===== src/rtl/telephone_timer.sv =====
// Tick prescaler and per-phase elapsed-tick counter feeding the dial and call
// timeout inputs of the telephone control FSM.
module telephone_timer #(
  parameter int PRESCALE   = 4,
  parameter int DIAL_LIMIT = 5,
  parameter int CALL_LIMIT = 250,
  parameter int CNT_W      = 8
) (
  input  logic             pclk,
  input  logic             presetn,
  input  logic             clear,
  input  logic             dial_tone,
  input  logic             in_call,
  output logic             count_eql_5,
  output logic             count_eql_250,
  output logic [CNT_W-1:0] elapsed,
  output logic             tick
);

  localparam int PRE_W = (PRESCALE > 2) ? $clog2(PRESCALE) : 1;
  localparam logic [PRE_W-1:0] PRE_TOP  = PRE_W'(PRESCALE - 1);
  localparam logic [CNT_W:0]   DIAL_LIM = (CNT_W + 1)'(DIAL_LIMIT);
  localparam logic [CNT_W:0]   CALL_LIM = (CNT_W + 1)'(CALL_LIMIT);

  typedef enum logic [1:0] {
    MODE_NONE = 2'd0,
    MODE_DIAL = 2'd1,
    MODE_CALL = 2'd2
  } mode_t;

  function automatic logic [CNT_W-1:0] sat_inc(input logic [CNT_W-1:0] v);
    return (&v) ? v : v + CNT_W'(1);
  endfunction

  mode_t            mode, mode_q, mode_d;
  logic [PRE_W-1:0] pre_cnt, pre_d;
  logic [CNT_W-1:0] elapsed_d;
  logic [CNT_W:0]   elapsed_inc;
  logic             flag5_d, flag250_d;
  logic             run, restart, pre_top;

  assign run         = dial_tone | in_call;
  assign mode        = in_call ? MODE_CALL : MODE_DIAL;
  assign restart     = run & ~clear & (mode != mode_q);
  assign pre_top     = (pre_cnt == PRE_TOP);
  assign tick        = run & ~clear & ~restart & pre_top;
  // Unsaturated successor, so the limit compare is immune to counter wrap.
  assign elapsed_inc = {1'b0, elapsed} + (CNT_W + 1)'(1);

  always_comb begin
    mode_d    = mode_q;
    pre_d     = pre_cnt;
    elapsed_d = elapsed;
    flag5_d   = count_eql_5;
    flag250_d = count_eql_250;
    if (clear) begin
      mode_d    = MODE_NONE;
      pre_d     = '0;
      elapsed_d = '0;
      flag5_d   = 1'b0;
      flag250_d = 1'b0;
    end else if (restart) begin
      mode_d    = mode;
      pre_d     = '0;
      elapsed_d = '0;
      flag5_d   = 1'b0;
      flag250_d = 1'b0;
    end else if (run) begin
      if (pre_top) begin
        pre_d     = '0;
        elapsed_d = sat_inc(elapsed);
        if (mode_q == MODE_DIAL && elapsed_inc == DIAL_LIM) flag5_d = 1'b1;
        if (mode_q == MODE_CALL && elapsed_inc == CALL_LIM) flag250_d = 1'b1;
      end else begin
        pre_d = pre_cnt + PRE_W'(1);
      end
    end
  end

  always_ff @(posedge pclk or negedge presetn) begin
    if (!presetn) begin
      mode_q        <= MODE_NONE;
      pre_cnt       <= '0;
      elapsed       <= '0;
      count_eql_5   <= 1'b0;
      count_eql_250 <= 1'b0;
    end else begin
      mode_q        <= mode_d;
      pre_cnt       <= pre_d;
      elapsed       <= elapsed_d;
      count_eql_5   <= flag5_d;
      count_eql_250 <= flag250_d;
    end
  end

endmodule


===== config.mk =====
export PLATFORM = sky130hd
export DESIGN_NAME = telephone_timer
export DESIGN_NICKNAME = d
export VERILOG_FILES = /design/src/rtl/telephone_timer.sv
export SDC_FILE = /design/constraint.sdc
export NUM_CORES = 1
export LEC_CHECK = 0
export CAP_MARGIN = 10
export CORE_ASPECT_RATIO = 1.25
export CORE_MARGIN = 2
export CORE_UTILIZATION = 42
export CTS_BUF_LIST = sky130_fd_sc_hd__clkbuf_4 sky130_fd_sc_hd__clkbuf_8
export DETAILED_ROUTE_END_ITERATION = 16
export GPL_TIMING_DRIVEN = 0
export PLACE_DENSITY = 0.66
export SYNTH_ARGS = -nofsm -noshare
export SYNTH_HDL_FRONTEND = slang
export SYNTH_SLANG_ARGS = --single-unit

===== constraint.sdc =====
create_clock -name pclk -period 4.4 [get_ports pclk]
set_input_delay 0.66 -clock pclk [delete_from_list [all_inputs] [get_ports pclk]]
set_output_delay 0.66 -clock pclk [all_outputs]
set_load 0.02 [all_outputs]

==> results.json <==
{
  "outcome": "finished, final reports clean",
  "root_buffer": "clkbuf_4",
  "die_y_um": 56.1,
  "vias_per_cell": 5.69,
  "syn_area_per_cell_um2": 10.1,
  "synth_top_area_cell": "dfrtp_1",
  "cts_buffers": 3,
  "period_share_pct": 75.9,
  "fin_worst_skew_ns": 0.00186,
  "gr-total-overflow": 0,
  "wl_met3_um": 57,
  "maxSlewViolCount": 0,
  "max_cap_violations": 0,
  "required_ns": 3.74,
  "cts_sinks": 14,
  "hp-class": "register to register",
  "port_buffers": 14,
  "die_w_um": 45.7,
  "clock_path_buffers": 2,
  "dp_hpwl_um": 1390,
  "synthFlopType": "dfrtp_1",
  "leakage_uw": 0.000485,
  "ioPinCount": 16,
  "crit_type": "primary input to output port",
  "antennaDiodeCount": 0,
  "cp_slowest_cell": "clkdlybuf4s50_1",
  "grt_pass1_wl_um": 3390,
  "tritoncts": "done",
  "synth_edf_count": 0,
  "core-area_um2": 2030,
  "fin_tns_setup_ns": 0,
  "netlist_top_cells_count": "14 x dfrtp_1, 8 x nor2_1, 6 x nand3_1, 6 x xor2_1, 5 x nand2_1",
  "syn_inst": 90,
  "cts_setup_buffers": 0,
  "ant_nets": 0,
  "yosys_register_bits": 14,
  "layout.nets": 118,
  "finalCriticalPeriod_ns": 3.34,
  "clk_pin_slew_ns": 0.08,
  "ir_drop_v": 0.000158,
  "setup_viol": 0,
  "start_util_pct": 45.1,
  "antenna_found_initial": 0,
  "first_global_vias": 746,
  "grt_max_degree": 15,
  "pre_cts_slack_ns": 1.05,
  "num_vias": 723,
  "ff2ff_path_depth": 6,
  "cp_top_family": "buffers and inverters",
  "worst_pin_slew_ns": 0.677,
  "end_kind": "output port",
  "relSlewSlack_pct": 54.7,
  "wl_per_cell_um": 14.9,
  "drive_gt1_share_pct": 15.9,
  "hold_viol": 0,
  "fp-row-count": 18,
  "crit_chain": "clkdlybuf4s50_1 > inv_1 > or3_1 > a21oi_1 > and2_2 > clkdlybuf4s50_1",
  "dr_wl_met2_um": 986,
  "htree_levels": 1,
  "ctsResizeCount": 0,
  "path_common_cell": "clkdlybuf4s50_1",
  "rsz0062_at_grt": "no",
  "cp.arrival_ns": 2.68,
  "crit_fanout": 5,
  "setup_slack_ns": 1.06,
  "synthTopCellsByArea": "dfrtp_1 38%, xor2_1 5.8%, ha_1 5.5%",
  "yosysMostFrequentCell": "dfrtp_1",
  "critPathMaxStageDelay_ns": 0.60,
  "remaining_drc_errors": 0,
  "clock_latency_ns": 0.28,
  "gp_congestion": 0.762,
  "ys_seq_area_share_pct": 38.4,
  "dr.pass1.iters": 4,
  "path_buf_inv": 3,
  "drt-initial-drc-count": 4,
  "synth_area_um2": 913,
  "synthDistinctLibCells": 37,
  "postCtsHoldBufs": 0,
  "wl_um": 1890,
  "min_path_cells": 1,
  "wl_met1_um": 815,
  "start_kind": "primary input",
  "highest_layer": "met4",
  "yosysWarnings": 0,
  "synth-async-reset-ratio_pct": 100,
  "pwr_density_cell_nw_per_um2": 218,
  "path_depth": 6,
  "syn_to_final_growth_pct": 20.5,
  "synth_top_area_share_pct": 38.4,
  "grtUsageTotal_pct": 18.2,
  "fmax_mhz": 300,
  "die_area_um2": 2570,
  "synth_nets": 99
}
==> final timing paths <==
kind | slack, ns | to | from
hold / removal | 0.52 | pre_cnt[1] | pre_cnt[1]
setup / recovery | 1.06 | tick | dial_tone
setup reg to reg | 2.63 | count_eql_5 | elapsed[0]
hold reg to reg | 0.52 | pre_cnt[1] | pre_cnt[1]
min in group asynchronous | 0.78 | elapsed[1] | presetn
max in group asynchronous | 3.19 | elapsed[7] | presetn
==> per-layer routing <==
| layer | global-route usage (%) | vias up |
|---|---|---|
| met5 | 0 | - |
| li1 | - | 361 |
| met2 | 28.6 | 14 |
| met4 | 9.80 | 0 |
| met1 | 22.7 | 344 |
| met3 | 3.25 | 4 |
==> cell usage in the layout (no fill, tap or decap), types with 2 or more instances in the layout <==
cell,netlist,layout
dfrtp_1,14,14
clkbuf_4,0,3
clkdlybuf4s50_1,0,14
nor4_1,2,2
ha_1,4,4
a22o_1,3,3
xor2_1,6,6
a21o_1,2,2
xnor2_1,3,3
o2bb2ai_1,3,3
nor2_1,8,8
nor3_1,2,2
nand2_1,5,5
inv_1,4,4
nand3_1,6,6
buf_2,3,3
a21oi_1,3,3
==> area by class of cell <==
type / count / area [um^2]
Buffer: 4 / 26.3
Inverter: 4 / 15.0
Clock buffer: 3 / 22.5
Multi-Input combinational cell: 68 / 522
Sequential cell: 14 / 350
Timing Repair Buffer: 14 / 140
Tap cell: 20 / 25.0
Fill cell: 196 / 926
==> power by group <==
part | switching (uW) | internal [uW]
logic | 18.2 | 14.0
registers | 3.82 | 131
clock network | 41.7 | 31.8
==> through the flow <==
stage / utilization [%] / total power (uW) / hold slack [ns] / cell area (um^2) / cells
floorplan: - / 157 / 0.364 / 913 / 90
global placement: 53.2 / 169 / 0.474 / 1080 / 124
detailed placement: 53.2 / 170 / 0.496 / 1080 / 124
CTS: 54.3 / 245 / 0.523 / 1100 / 127
global route: 54.3 / 253 / 0.543 / 1100 / 127
finish: 54.3 / 240 / 0.518 / 1100 / 127
==> sequential cells by signal, indices dropped and copies added, names as in the netlist <==
| name | cells |
|---|---|
| elapsed | 8 |
| mode_q | 2 |
| pre_cnt | 2 |
| count_eql_250 | 1 |
| count_eql_5 | 1 |
==> cells by family (layout without fill, tap and decap cells) <==
family                     Yosys count  in the layout  share of synthesized area [%]
AOI/OAI and AO/OA                   18             18                           17.8
xor gates and xnor gates             9              9                           8.63
and+or+nand+nor                     37             37                           25.2
DFF                                 14             14                           38.4
buffers and inverters                8             25                           4.52
adders and majority gates            4              4                           5.48
Power figures use the tool's default switching activity.
